--- config.mk ---
export PLATFORM = sky130hd
export DESIGN_NAME = multiciclo_control_flat
export DESIGN_NICKNAME = d
export VERILOG_FILES = /design/src/rtl/multiciclo_control_if.sv /design/src/rtl/multiciclo_control.sv /design/src/flat_wrapper.sv
export SDC_FILE = /design/constraint.sdc
export NUM_CORES = 1
export LEC_CHECK = 0
export CAP_MARGIN = 30
export CORE_MARGIN = 4
export CORE_UTILIZATION = 63
export CTS_CLUSTER_DIAMETER = 30
export DETAILED_ROUTE_END_ITERATION = 10
export DONT_BUFFER_PORTS = 1
export PLACE_DENSITY = 0.79
export SLEW_MARGIN = 30
export SYNTH_ARGS = -nofsm -noshare
export SYNTH_HDL_FRONTEND = slang
export SYNTH_SLANG_ARGS = --single-unit
--- constraint.sdc ---
create_clock -name clk_i -period 2.6 [get_ports clk_i]
set_input_delay 0.39 -clock clk_i [delete_from_list [all_inputs] [get_ports clk_i]]
set_output_delay 0.39 -clock clk_i [all_outputs]
set_load 0.1 [all_outputs]
--- src/rtl/multiciclo_control_if.sv ---
// Signal bundle between the multicycle controller and the datapath it sequences.
// Memory handshake: a request is in flight while mem_req_o=1 and completes in the cycle mem_ready_i=1.
interface multiciclo_control_if #(
   parameter int INSTRET_W = 32
);
   logic [6:0]           opcode_i;
   logic [2:0]           func3_i;
   logic                 func7_i;
   logic                 mem_ready_i;
   logic                 mem_req_o;
   logic                 mem_we_o;
   logic                 addr_sel_o;
   logic                 ir_we_o;
   logic                 pc_we_o;
   logic                 alu_src_a_o;
   logic [1:0]           alu_src_b_o;
   logic                 alu_out_we_o;
   logic [3:0]           alu_op_o;
   logic                 reg_we_o;
   logic                 wb_sel_o;
   logic                 trap_o;
   logic [3:0]           state_o;
   logic [INSTRET_W-1:0] instret_o;

   modport master (
      input  opcode_i, func3_i, func7_i, mem_ready_i,
      output mem_req_o, mem_we_o, addr_sel_o, ir_we_o, pc_we_o, alu_src_a_o,
             alu_src_b_o, alu_out_we_o, alu_op_o, reg_we_o, wb_sel_o, trap_o,
             state_o, instret_o
   );

   modport slave (
      output opcode_i, func3_i, func7_i, mem_ready_i,
      input  mem_req_o, mem_we_o, addr_sel_o, ir_we_o, pc_we_o, alu_src_a_o,
             alu_src_b_o, alu_out_we_o, alu_op_o, reg_we_o, wb_sel_o, trap_o,
             state_o, instret_o
   );
endinterface

--- src/rtl/multiciclo_control.sv ---
// Multicycle main controller: FETCH/DECODE/EXEC/MEM/WB sequencing of a shared ALU,
// memory port and register file, with memory-timeout and illegal-instruction trap.
module multiciclo_control #(
   parameter int MEM_TIMEOUT = 16,
   parameter int INSTRET_W   = 32
) (
   input  logic                clk_i,
   input  logic                rst_n_i,
   multiciclo_control_if.master bus
);

   localparam int CNT_W = $clog2(MEM_TIMEOUT + 1);
   localparam logic [CNT_W-1:0] WAIT_LAST = CNT_W'(MEM_TIMEOUT - 1);

   localparam logic [6:0] OP_R  = 7'b0110011;
   localparam logic [6:0] OP_I  = 7'b0010011;
   localparam logic [6:0] OP_LD = 7'b0000011;
   localparam logic [6:0] OP_ST = 7'b0100011;

   localparam logic [3:0] ALU_ADD  = 4'b0000;
   localparam logic [3:0] ALU_AND  = 4'b0001;
   localparam logic [3:0] ALU_OR   = 4'b0010;
   localparam logic [3:0] ALU_XOR  = 4'b0011;
   localparam logic [3:0] ALU_SUB  = 4'b0100;
   localparam logic [3:0] ALU_SLT  = 4'b0101;
   localparam logic [3:0] ALU_SLTU = 4'b0110;
   localparam logic [3:0] ALU_SLL  = 4'b1000;
   localparam logic [3:0] ALU_SRL  = 4'b1001;
   localparam logic [3:0] ALU_SRA  = 4'b1010;

   typedef enum logic [3:0] {
      S_FETCH  = 4'd0,
      S_DECODE = 4'd1,
      S_EXEC_R = 4'd2,
      S_EXEC_I = 4'd3,
      S_ADDR   = 4'd4,
      S_MEM_RD = 4'd5,
      S_MEM_WR = 4'd6,
      S_WB_ALU = 4'd7,
      S_WB_MEM = 4'd8,
      S_TRAP   = 4'd15
   } state_t;

   typedef struct packed {
      logic       mem_req;
      logic       mem_we;
      logic       addr_sel;
      logic       fetch_en;
      logic       src_a;
      logic [1:0] src_b;
      logic       alu_out_we;
      logic       reg_we;
      logic       wb_sel;
      logic       trap;
   } ctrl_t;

   // Moore decode, evaluated for the state being entered so the outputs are registered.
   function automatic ctrl_t ctrl_of(input state_t s);
      ctrl_t c;
      c = '0;
      case (s)
         S_FETCH:  begin c.mem_req = 1'b1; c.fetch_en = 1'b1; c.src_b = 2'b10; end
         S_EXEC_R: begin c.src_a = 1'b1; c.src_b = 2'b00; c.alu_out_we = 1'b1; end
         S_EXEC_I: begin c.src_a = 1'b1; c.src_b = 2'b01; c.alu_out_we = 1'b1; end
         S_ADDR:   begin c.src_a = 1'b1; c.src_b = 2'b01; c.alu_out_we = 1'b1; end
         S_MEM_RD: begin c.mem_req = 1'b1; c.addr_sel = 1'b1; end
         S_MEM_WR: begin c.mem_req = 1'b1; c.mem_we = 1'b1; c.addr_sel = 1'b1; end
         S_WB_ALU: begin c.reg_we = 1'b1; end
         S_WB_MEM: begin c.reg_we = 1'b1; c.wb_sel = 1'b1; end
         S_TRAP:   begin c.trap = 1'b1; end
         default:  c = '0;
      endcase
      return c;
   endfunction

   function automatic logic [3:0] decode_r_op(input logic f7, input logic [2:0] f3);
      case ({f7, f3})
         4'b0000: return ALU_ADD;
         4'b1000: return ALU_SUB;
         4'b0001: return ALU_SLL;
         4'b0010: return ALU_SLT;
         4'b0011: return ALU_SLTU;
         4'b0100: return ALU_XOR;
         4'b0101: return ALU_SRL;
         4'b1101: return ALU_SRA;
         4'b0110: return ALU_OR;
         4'b0111: return ALU_AND;
         default: return ALU_ADD;
      endcase
   endfunction

   function automatic logic [3:0] decode_i_op(input logic f7, input logic [2:0] f3);
      case (f3)
         3'b000:  return ALU_ADD;
         3'b010:  return ALU_SLT;
         3'b011:  return ALU_SLTU;
         3'b100:  return ALU_XOR;
         3'b110:  return ALU_OR;
         3'b111:  return ALU_AND;
         3'b001:  return ALU_SLL;
         default: return f7 ? ALU_SRA : ALU_SRL;
      endcase
   endfunction

   state_t               r_state;
   ctrl_t                r_ctrl;
   logic [3:0]           r_alu_op;
   logic [CNT_W-1:0]     r_wait;
   logic [INSTRET_W-1:0] r_instret;

   always_ff @(posedge clk_i) begin
      if (!rst_n_i) begin
         r_state   <= S_FETCH;
         r_ctrl    <= ctrl_of(S_FETCH);
         r_alu_op  <= ALU_ADD;
         r_wait    <= '0;
         r_instret <= '0;
      end else begin
         r_alu_op <= ALU_ADD;
         r_wait   <= '0;
         case (r_state)
            S_FETCH: begin
               if (bus.mem_ready_i) begin
                  r_state <= S_DECODE; r_ctrl <= ctrl_of(S_DECODE);
               end else if (r_wait == WAIT_LAST) begin
                  r_state <= S_TRAP; r_ctrl <= ctrl_of(S_TRAP);
               end else begin
                  r_wait <= r_wait + CNT_W'(1);
               end
            end
            S_DECODE: begin
               case (bus.opcode_i)
                  OP_R: begin
                     if (bus.func7_i && bus.func3_i != 3'b000 && bus.func3_i != 3'b101) begin
                        r_state <= S_TRAP; r_ctrl <= ctrl_of(S_TRAP);
                     end else begin
                        r_state  <= S_EXEC_R; r_ctrl <= ctrl_of(S_EXEC_R);
                        r_alu_op <= decode_r_op(bus.func7_i, bus.func3_i);
                     end
                  end
                  OP_I: begin
                     if (bus.func7_i && bus.func3_i == 3'b001) begin
                        r_state <= S_TRAP; r_ctrl <= ctrl_of(S_TRAP);
                     end else begin
                        r_state  <= S_EXEC_I; r_ctrl <= ctrl_of(S_EXEC_I);
                        r_alu_op <= decode_i_op(bus.func7_i, bus.func3_i);
                     end
                  end
                  OP_LD, OP_ST: begin
                     r_state <= S_ADDR; r_ctrl <= ctrl_of(S_ADDR);
                  end
                  default: begin
                     r_state <= S_TRAP; r_ctrl <= ctrl_of(S_TRAP);
                  end
               endcase
            end
            S_EXEC_R, S_EXEC_I: begin
               r_state <= S_WB_ALU; r_ctrl <= ctrl_of(S_WB_ALU);
            end
            S_ADDR: begin
               if (bus.opcode_i == OP_LD) begin
                  r_state <= S_MEM_RD; r_ctrl <= ctrl_of(S_MEM_RD);
               end else begin
                  r_state <= S_MEM_WR; r_ctrl <= ctrl_of(S_MEM_WR);
               end
            end
            S_MEM_RD, S_MEM_WR: begin
               if (bus.mem_ready_i) begin
                  if (r_state == S_MEM_RD) begin
                     r_state <= S_WB_MEM; r_ctrl <= ctrl_of(S_WB_MEM);
                  end else begin
                     r_state   <= S_FETCH; r_ctrl <= ctrl_of(S_FETCH);
                     r_instret <= r_instret + INSTRET_W'(1);
                  end
               end else if (r_wait == WAIT_LAST) begin
                  r_state <= S_TRAP; r_ctrl <= ctrl_of(S_TRAP);
               end else begin
                  r_wait <= r_wait + CNT_W'(1);
               end
            end
            S_WB_ALU, S_WB_MEM: begin
               r_state   <= S_FETCH; r_ctrl <= ctrl_of(S_FETCH);
               r_instret <= r_instret + INSTRET_W'(1);
            end
            S_TRAP: begin
               r_state <= S_TRAP; r_ctrl <= ctrl_of(S_TRAP);
            end
            default: begin
               r_state <= S_TRAP; r_ctrl <= ctrl_of(S_TRAP);
            end
         endcase
      end
   end

   // Strobes are masked while reset is asserted so an abandoned operation never commits.
   assign bus.mem_req_o    = r_ctrl.mem_req & rst_n_i;
   assign bus.mem_we_o     = r_ctrl.mem_we & rst_n_i;
   assign bus.ir_we_o      = r_ctrl.fetch_en & bus.mem_ready_i & rst_n_i;
   assign bus.pc_we_o      = r_ctrl.fetch_en & bus.mem_ready_i & rst_n_i;
   assign bus.alu_out_we_o = r_ctrl.alu_out_we & rst_n_i;
   assign bus.reg_we_o     = r_ctrl.reg_we & rst_n_i;
   assign bus.addr_sel_o   = r_ctrl.addr_sel;
   assign bus.alu_src_a_o  = r_ctrl.src_a;
   assign bus.alu_src_b_o  = r_ctrl.src_b;
   assign bus.wb_sel_o     = r_ctrl.wb_sel;
   assign bus.trap_o       = r_ctrl.trap;
   assign bus.alu_op_o     = r_alu_op;
   assign bus.state_o      = r_state;
   assign bus.instret_o    = r_instret;

endmodule

--- src/flat_wrapper.sv ---
// flat-port wrapper written by rule: the top's interface ports become plain ports
module multiciclo_control_flat 
#(
   parameter int MEM_TIMEOUT = 16,
   parameter int INSTRET_W   = 32
)
  (clk_i, rst_n_i, bus_opcode_i, bus_func3_i, bus_func7_i, bus_mem_ready_i, bus_mem_req_o, bus_mem_we_o, bus_addr_sel_o, bus_ir_we_o, bus_pc_we_o, bus_alu_src_a_o, bus_alu_src_b_o, bus_alu_out_we_o, bus_alu_op_o, bus_reg_we_o, bus_wb_sel_o, bus_trap_o, bus_state_o, bus_instret_o);
  multiciclo_control_if #(.INSTRET_W(INSTRET_W)) bus_i ();
  input  logic clk_i;
  input  logic rst_n_i;
  input wire logic [$bits(bus_i.opcode_i)-1:0] bus_opcode_i;
  input wire logic [$bits(bus_i.func3_i)-1:0] bus_func3_i;
  input wire logic [$bits(bus_i.func7_i)-1:0] bus_func7_i;
  input wire logic [$bits(bus_i.mem_ready_i)-1:0] bus_mem_ready_i;
  output wire logic [$bits(bus_i.mem_req_o)-1:0] bus_mem_req_o;
  output wire logic [$bits(bus_i.mem_we_o)-1:0] bus_mem_we_o;
  output wire logic [$bits(bus_i.addr_sel_o)-1:0] bus_addr_sel_o;
  output wire logic [$bits(bus_i.ir_we_o)-1:0] bus_ir_we_o;
  output wire logic [$bits(bus_i.pc_we_o)-1:0] bus_pc_we_o;
  output wire logic [$bits(bus_i.alu_src_a_o)-1:0] bus_alu_src_a_o;
  output wire logic [$bits(bus_i.alu_src_b_o)-1:0] bus_alu_src_b_o;
  output wire logic [$bits(bus_i.alu_out_we_o)-1:0] bus_alu_out_we_o;
  output wire logic [$bits(bus_i.alu_op_o)-1:0] bus_alu_op_o;
  output wire logic [$bits(bus_i.reg_we_o)-1:0] bus_reg_we_o;
  output wire logic [$bits(bus_i.wb_sel_o)-1:0] bus_wb_sel_o;
  output wire logic [$bits(bus_i.trap_o)-1:0] bus_trap_o;
  output wire logic [$bits(bus_i.state_o)-1:0] bus_state_o;
  output wire logic [$bits(bus_i.instret_o)-1:0] bus_instret_o;
  assign bus_i.opcode_i = bus_opcode_i;
  assign bus_i.func3_i = bus_func3_i;
  assign bus_i.func7_i = bus_func7_i;
  assign bus_i.mem_ready_i = bus_mem_ready_i;
  assign bus_mem_req_o = bus_i.mem_req_o;
  assign bus_mem_we_o = bus_i.mem_we_o;
  assign bus_addr_sel_o = bus_i.addr_sel_o;
  assign bus_ir_we_o = bus_i.ir_we_o;
  assign bus_pc_we_o = bus_i.pc_we_o;
  assign bus_alu_src_a_o = bus_i.alu_src_a_o;
  assign bus_alu_src_b_o = bus_i.alu_src_b_o;
  assign bus_alu_out_we_o = bus_i.alu_out_we_o;
  assign bus_alu_op_o = bus_i.alu_op_o;
  assign bus_reg_we_o = bus_i.reg_we_o;
  assign bus_wb_sel_o = bus_i.wb_sel_o;
  assign bus_trap_o = bus_i.trap_o;
  assign bus_state_o = bus_i.state_o;
  assign bus_instret_o = bus_i.instret_o;
  multiciclo_control #(.MEM_TIMEOUT(MEM_TIMEOUT), .INSTRET_W(INSTRET_W)) u_core (.clk_i(clk_i), .rst_n_i(rst_n_i), .bus(bus_i));
endmodule
==> metrics.yaml, run 1 <==
horizontal_die_dimension_um: 73.9
crit-reg2reg-capture: "u_core.bus.instret_o[29]"
cellInternalPower_uw: 1600
route.vias.total: 2458
antenna_found_initial: 0
pwr_density_cell_nw_per_um2: 889
grt_first_pass_wirelength_mm: 10.1
timing.setup.critical_path_class: "reg -> reg"
cts.sinks: 56
critPathCapture: "u_core.bus.instret_o[29]"
globalplace.congestion: 0.870
syn2layout_area_growth_pct: 17.2
cell_with_the_most_instances_after_synthesis: "sky130_fd_sc_hd__dfxtp_1"
dp_worst_setup_slack_ns: 0.461
final-hold-violation-count: 0
synthCells: 336
final-max-slew-violation-count: 0
critical_path.slowest_cell: "sky130_fd_sc_hd__or4_4"
finalClockSkew_ns: 0.00792
critical_path.max_stage_delay_ns: 0.67
vias_per_cell: 5.84
crit-reg2reg-launch: "u_core.bus.state_o[2]"
max-slew-margin-rel: 0.335
holdBufCountCts: 0
die_height_um: 73.9
max_freq_ghz: 0.451
timing.critical_path.required_ns: 2.84
clk_latency_ns: 0.31
combinationalPowerShare: 0.395
status: "completed"
synth_top_cells_by_area: "sky130_fd_sc_hd__dfxtp_1, sky130_fd_sc_hd__nor2_1, sky130_fd_sc_hd__a21oi_1, sky130_fd_sc_hd__xnor2_1, sky130_fd_sc_hd__o21ai_0"
min_delay_worst_type: "in -> reg"
grt_overflow: 0
p_clk_frac: 0.212
irDropWorstVdd_uv: 706
floorplan.initialDensity: 0.670
yosys.cell_types.count: 51
routed_wl_mm: 6.19
area_of_the_core_sq_um: 4090
period_minus_slack_ns: 2.22
cts_root_buffer: "sky130_fd_sc_hd__clkbuf_8"
cts_buffers: 5
async_flop_share: 0
type_of_element_launching_the_critical_path: "register"
period_share: 0.853
design.die.area_sq_um: 5460
drt_iter0_markers: 98
post_synth_instance_area_sq_um: 2740
ys_seq_elements: 56
clk_pin_slew_worst_paths_ns: 0.09
io_buffer_count: 0
net-switching-power_uw: 1250
setup_tns_ns: 0
p_seq_frac: 0.393
std_cell_rows: 23
ctsLongestPathBuffers: 2
setup-violations-final: 0
critical_path.startpoint: "u_core.bus.state_o[2]"
antenna_violating_nets_post_route: 0
postSynthNetCount: 353
timing.max_cap.violations: 0
critPathCaptureType: "register"
drt_first_pass_iters: 4
number_of_synthesized_flops_with_an_enable_pin: 0
path_max_fanout: 16
timing.final.ws_setup_ns: 0.383
groute.usage.overall: 0.235
avgRoutedWirePerCell_um: 14.7
timing.reg2reg.worst_path_depth: 5
cellLeakagePower_uw: 0.00124
grt_max_degree: 34
drc: 0
via_count_of_the_first_global_routing_pass: 2355
postCtsSetupRepairBufs: 0
synth_top_area_cell: "sky130_fd_sc_hd__dfxtp_1"
syn_avg_cell_area_sq_um: 8.14
maximum_level_of_the_cts_h_tree: 2
power.share.switching: 0.439
post-dp-hpwl_mm: 4.57
synth-warning-count: 0
boundaryPins: 66
setup.reg_to_reg.worst_slack_ns: 0.38
share_of_post_route_cells_with_drive_strength_above_1: 0.199
ys_top_cells_by_count: "sky130_fd_sc_hd__dfxtp_1, sky130_fd_sc_hd__nor2_1, sky130_fd_sc_hd__a21oi_1, sky130_fd_sc_hd__nand2_1, sky130_fd_sc_hd__o21ai_0"
fraction_of_post_synthesis_cell_area_in_the_top_cell_type_by_area: 0.410
cp_cell_sequence: "nor2b_1 > a32oi_1 > or4_4 > or4_1 > a21oi_1"
antennaDiodeCount: 0
tritoncts: "done"
ys.flop_type: "sky130_fd_sc_hd__dfxtp_1"
cts-resized-gates: 0
critical_path_arrival_ns: 2.46
synth_sequential_area_ratio: 0.410
finish.net_count: 387
grt_setup_unrepaired: "false"
worstMarginPinSlew_ns: 0.996
cells in the final DEF, fill, tap and decap left out, types with 7 or more instances in the layout:
cell type                  count
sky130_fd_sc_hd__buf_4        48
sky130_fd_sc_hd__nor3_1       14
sky130_fd_sc_hd__dfxtp_2      10
sky130_fd_sc_hd__nand3_1      14
sky130_fd_sc_hd__nand2_1      22
sky130_fd_sc_hd__nor2b_1       8
sky130_fd_sc_hd__xnor2_1      14
sky130_fd_sc_hd__or3_1        10
sky130_fd_sc_hd__inv_1        12
sky130_fd_sc_hd__a21oi_1      26
sky130_fd_sc_hd__dfxtp_1      46
sky130_fd_sc_hd__clkbuf_8      7
sky130_fd_sc_hd__o21ai_0      19
sky130_fd_sc_hd__nor2_1       34
power by group through the flow:
stage / sequential, uW / combinational, uW / clock [uW]
after global routing: 1130 / 1210 / 662
after detailed placement: 1140 / 1120 / 0
after floorplan: 1400 / 640 / 0
after global placement: 1140 / 1100 / 0
after CTS: 1120 / 1120 / 615
final: 1120 / 1130 / 605
routing by layer:
layer	part of all wire	GRT usage	vias up
li1	-	-	1253
met2	0.50	0.418	78
met4	0.013	0.0765	0
met3	0.079	0.0752	9
met1	0.41	0.266	1118
met5	0	0	-
worst min path at each step:
stage / startpoint / end / cells after the start
3_3_place_gp: u_core.r_ctrl[3] / u_core.r_ctrl[3] / 1
3_5_place_dp: u_core.r_wait[0] / u_core.r_wait[0] / 1
4_1_cts: rst_n_i / u_core.bus.alu_src_b_o[1] / 1
5_1_grt: bus_func3_i[2] / u_core.bus.alu_op_o[2] / 1
6_report: rst_n_i / u_core.bus.alu_src_b_o[1] / 1
2_1_floorplan: u_core.r_wait[0] / u_core.r_wait[0] / 1
stage by stage:
step	utilization	hold WS [ns]	power (uW)	std cells	cell area, sq um
2_1_floorplan	-	0.418	2040	336	2750
3_3_place_gp	0.754	0.431	2240	413	3080
3_5_place_dp	0.754	0.436	2260	413	3080
4_1_cts	0.785	0.141	2860	421	3210
5_1_grt	0.785	0.134	3000	421	3210
6_report	0.785	0.148	2850	421	3210
cell families (layout without fill, tap and decap cells):
family	Yosys count	in the layout	share of synthesized area
xor+xnor	17	17	0.0544
flops	56	56	0.410
buf+inv	34	69	0.0521
compound gates	75	75	0.169
mux	1	1	0.00366
fa+ha+maj	3	3	0.0137
simple gates	150	150	0.297
flip-flops by register name, summed over array words and instances (netlist names):
signal	cells
u_core.bus.addr_sel_o	1
u_core.bus.alu_op_o	4
u_core.bus.alu_src_a_o	1
u_core.bus.alu_src_b_o	2
u_core.bus.instret_o	32
u_core.bus.state_o	4
u_core.bus.trap_o	1
u_core.bus.wb_sel_o	1
u_core.r_ctrl	5
u_core.r_wait	5
area by class of cell:
class	count	area [sq um]
flip-flops and latches	56	1130
well taps	50	62.6
repair buffers	48	360
inverters	13	48.8
fillers	297	878
multi-input cells	246	1480
clock inverters	1	30.0
clock buffers	7	96.3
worst max-delay path, delay by kind of cell, from the launching register on:
kind | cells | cell delay, ns
DFF | 1 | 0.42
AOI/OAI and AO/OA | 2 | 0.34
and+or+nand+nor | 3 | 1.37
Note: power is estimated with default switching activity, not from simulation.
==> inputs of run 2 (changes only) <==
--- a/config.mk
+++ b/config.mk
@@ -5,12 +5,14 @@
 export SDC_FILE = /design/constraint.sdc
 export NUM_CORES = 1
 export LEC_CHECK = 0
+export ABC_AREA = 1
 export CAP_MARGIN = 30
 export CORE_MARGIN = 4
 export CORE_UTILIZATION = 63
 export CTS_CLUSTER_DIAMETER = 30
 export DETAILED_ROUTE_END_ITERATION = 10
 export DONT_BUFFER_PORTS = 1
+export GPL_ROUTABILITY_DRIVEN = 1
 export PLACE_DENSITY = 0.79
 export SLEW_MARGIN = 30
 export SYNTH_ARGS = -nofsm -noshare
==> constraint.sdc (replaced) <==
create_clock -name clk_i -period 2.6 [get_ports clk_i]
set_input_delay 0.39 -clock clk_i [delete_from_list [all_inputs] [get_ports clk_i]]
set_output_delay 0.39 -clock clk_i [all_outputs]
set_load 0.005 [all_outputs]
==> run 2 against run 1 <==
Global-route usage is 1.8 points higher. Setup slack better by 0.40 ns. Clock skew is 0.0010 ns lower. Routed wire length is 21% higher. Clock-buffer cell count is 1 lower. Cell count is 38% higher. Non-clock buffer count is 46 lower. Register-to-register slack better by 0.40 ns. Combinational power is 50% lower. Sequential share of layout area is 1.3 points lower. Synthesized cell count is 54% higher. Largest cell class unchanged.
==> metrics.yaml, run 2 <==
maximum_level_of_the_cts_h_tree: 2  # unchanged
ys.flop_type: "sky130_fd_sc_hd__dfxtp_1"  # unchanged
layout_fillers: 469  # was 297
cts.sinks: 56  # unchanged
period_share: 0.698  # was 0.853
boundaryPins: 66  # unchanged
number_of_synthesized_flops_with_an_enable_pin: 0  # unchanged
avgRoutedWirePerCell_um: 12.9  # was 14.7 um
holdBufCountCts: 0  # unchanged
critical_path_arrival_ns: 2.03  # was 2.46 ns
timing.setup.critical_path_class: "reg -> reg"  # unchanged
synth_top_cells_by_area: "sky130_fd_sc_hd__dfxtp_1, sky130_fd_sc_hd__nand2_1, sky130_fd_sc_hd__nor2_1, sky130_fd_sc_hd__nand3_1, sky130_fd_sc_hd__inv_1"  # was sky130_fd_sc_hd__dfxtp_1, sky130_fd_sc_hd__nor2_1, sky130_fd_sc_hd__a21oi_1, sky130_fd_sc_hd__xnor2_1, sky130_fd_sc_hd__o21ai_0
area_of_the_core_sq_um: 4820  # was 4090 sq um
clk_pin_slew_worst_paths_ns: 0.10  # was 0.09 ns
grt_first_pass_wirelength_mm: 13.0  # was 10.1 mm
cell_with_the_most_instances_after_synthesis: "sky130_fd_sc_hd__nand2_1"  # was sky130_fd_sc_hd__dfxtp_1
antennaDiodeCount: 0  # unchanged
timing.critical_path.max_delay_family: "simple AND/OR/NAND/NOR gates"  # unchanged
ys_seq_elements: 56  # unchanged
vias_per_cell: 5.40  # was 5.84
area.sequential_sq_um: 1120  # was 1130 sq um
die_height_um: 79.2  # was 73.9 um
globalplace.congestion: 0.910  # was 0.870
critical_path.max_stage_delay_ns: 0.49  # was 0.67 ns
critical_path.slowest_cell: "sky130_fd_sc_hd__dfxtp_1"  # was sky130_fd_sc_hd__or4_4
clk_latency_ns: 0.31  # about the same
postSynthNetCount: 535  # was 353
pwr_density_cell_nw_per_um2: 628  # was 889 nW/um^2
share_of_post_route_cells_with_drive_strength_above_1: 0.0525  # was 0.199
antenna_violating_nets_post_route: 0  # unchanged
synth-warning-count: 0  # unchanged
fraction_of_post_synthesis_cell_area_in_the_top_cell_type_by_area: 0.351  # was 0.410
syn2layout_area_growth_pct: 3.14  # was 17.2%
synthCells: 518  # was 336
std_cell_rows: 25  # was 23
drt_first_pass_iters: 4  # unchanged
tritoncts: "done"  # unchanged
ctsLongestPathBuffers: 2  # unchanged
ys_top_cells_by_count: "sky130_fd_sc_hd__nand2_1, sky130_fd_sc_hd__nor2_1, sky130_fd_sc_hd__dfxtp_1, sky130_fd_sc_hd__inv_1, sky130_fd_sc_hd__nand3_1"  # was sky130_fd_sc_hd__dfxtp_1, sky130_fd_sc_hd__nor2_1, sky130_fd_sc_hd__a21oi_1, sky130_fd_sc_hd__nand2_1, sky130_fd_sc_hd__o21ai_0
cts-resized-gates: 0  # unchanged
final_cell_mix: "sky130_fd_sc_hd__nand2_1, sky130_fd_sc_hd__nor2_1, sky130_fd_sc_hd__dfxtp_1"  # was sky130_fd_sc_hd__buf_4, sky130_fd_sc_hd__dfxtp_1, sky130_fd_sc_hd__nor2_1
design.die.area_sq_um: 6270  # was 5460 sq um
drt_iter0_markers: 185  # was 98
setup-violations-final: 0  # unchanged
final.hold.worst_slack_ns: 0.164  # was 0.148 ns
async_flop_share: 0  # unchanged
io_buffer_count: 0  # unchanged
timing.max_cap.violations: 0  # unchanged
final_common_cell: "sky130_fd_sc_hd__nand2_1"  # was sky130_fd_sc_hd__buf_4
period_minus_slack_ns: 1.82  # was 2.22 ns
synth_sequential_area_ratio: 0.351  # was 0.410
finish.net_count: 530  # was 387
post_synth_instance_area_sq_um: 3190  # was 2740 sq um
post-dp-hpwl_mm: 5.79  # was 4.57 mm
status: "completed"  # unchanged
grt_overflow: 0  # unchanged
irDropWorstVdd_uv: 447  # was 706 uV
cts_root_buffer: "sky130_fd_sc_hd__clkbuf_8"  # unchanged
cts_buffers: 5  # unchanged
critical_path.n_buffers_inverters: 1  # was 0
setup_tns_ns: 0  # unchanged
synth_top_area_cell: "sky130_fd_sc_hd__dfxtp_1"  # unchanged
min_delay_worst_type: "in -> reg"  # unchanged
floorplan.initialDensity: 0.663  # was 0.670
worstMarginPinSlew_ns: 0.429  # was 0.996 ns
yosys.cell_types.count: 33  # was 51
cellLeakagePower_uw: 0.00122  # was 0.00124 uW
final-max-slew-violation-count: 0  # unchanged
cp_cell_sequence: "inv_2 > nor2_4 > nand2_1 > nand2_1 > nand2_2 > nand2_2 > nor2_1 > a21oi_1 > nor2_1"  # was nor2b_1 > a32oi_1 > or4_4 > or4_1 > a21oi_1
type_of_element_launching_the_critical_path: "register"  # unchanged
timing.critical_path.required_ns: 2.82  # was 2.84 ns
drc: 0  # unchanged
grt_max_degree: 35  # was 34
path_max_fanout: 21  # was 16
route.vias.total: 3137  # was 2458
max-slew-margin-rel: 0.712  # was 0.335
finalClockSkew_ns: 0.00690  # was 0.00792 ns
postCtsSetupRepairBufs: 0  # unchanged
groute.usage.overall: 0.253  # was 0.235
max_freq_ghz: 0.551  # was 0.451 GHz
multiInputGateArea_sq_um: 1780  # was 1480 sq um
grt_setup_unrepaired: "false"  # unchanged
horizontal_die_dimension_um: 79.2  # was 73.9 um
routed_wl_mm: 7.47  # was 6.19 mm
syn_avg_cell_area_sq_um: 6.16  # was 8.14 sq um
largest_register_ff_count: 32  # unchanged
via_count_of_the_first_global_routing_pass: 2907  # was 2355
final-hold-violation-count: 0  # unchanged
critPathCaptureType: "register"  # unchanged
antenna_found_initial: 0  # unchanged
run 2: changes by cell type in the layout (fill, tap and decap cells not counted), sizes merged, moves of 7 or more:
cell	delta
a21oi	+8
buf	-46
inv	+41
nand2	+147
nand3	+28
nor2	+65
nor2b	-7
o21ai	-7
or3	-10
or4	-7
xnor2	-10
run 2: cells by family (layout without fill, tap and decap cells):
logic type	Yosys count	after routing	share of synthesized area
xor gates and xnor gates	7	7	0.0192
AOI/OAI and AO/OA	54	54	0.100
buffers and inverters	67	63	0.0909
adders and majority gates	3	3	0.0118
DFF	56	56	0.351
and+or+nand+nor	331	331	0.427
run 2: stage by stage:
stage | utilization | cell area, sq um | setup slack, ns | cells | power, uW
global placement | 0.665 | 3200 | 0.825 | 573 | 1590
finish | 0.683 | 3290 | 0.785 | 581 | 2070
CTS | 0.683 | 3290 | 0.776 | 581 | 2090
floorplan | - | 3190 | 0.901 | 518 | 1520
detailed placement | 0.665 | 3200 | 0.798 | 573 | 1610
global route | 0.683 | 3290 | 0.543 | 581 | 2220
run 2: where the power goes:
part	switching, uW	internal, uW	total, uW
Sequential	88.8	941	1030
Clock	282	192	474
Combinational	400	163	563
run 2: layout make-up:
cell class              count  share of cell area
clock inverters             2             0.00494
multi-input cells         395               0.542
well taps                  67              0.0255
clock buffers               6              0.0220
inverters                  53              0.0604
flip-flops and latches     56               0.341
repair buffers              2             0.00456
run 2: per-layer routing:
metal  global-route usage  up-vias  routed length [um]
met2                0.406      133                3290
met3               0.0862       14                 760
met5                    0        -                   0
li1                     -     1624                   -
met1                0.324     1366                3310
met4               0.0704        0                 109
run 2: path summary, 6_finish.rpt:
path | slack, ns | to | cells past startpoint | startpoint
max | 0.78 | u_core.bus.instret_o[30] | 9 | u_core.bus.state_o[2]
min | 0.16 | u_core.r_ctrl[10] | 1 | rst_n_i
max reg2reg | 0.78 | u_core.bus.instret_o[30] | 9 | u_core.bus.state_o[2]
min reg2reg | 0.46 | u_core.r_wait[0] | 1 | u_core.r_wait[0]
run 2: worst reg2reg max path: cells and delay by family, from the launching register on:
kind,cells,cell delay [ns]
DFF,1,0.49
AOI/OAI and AO/OA,1,0.15
and+or+nand+nor,7,0.98
buffers and inverters,1,0.10
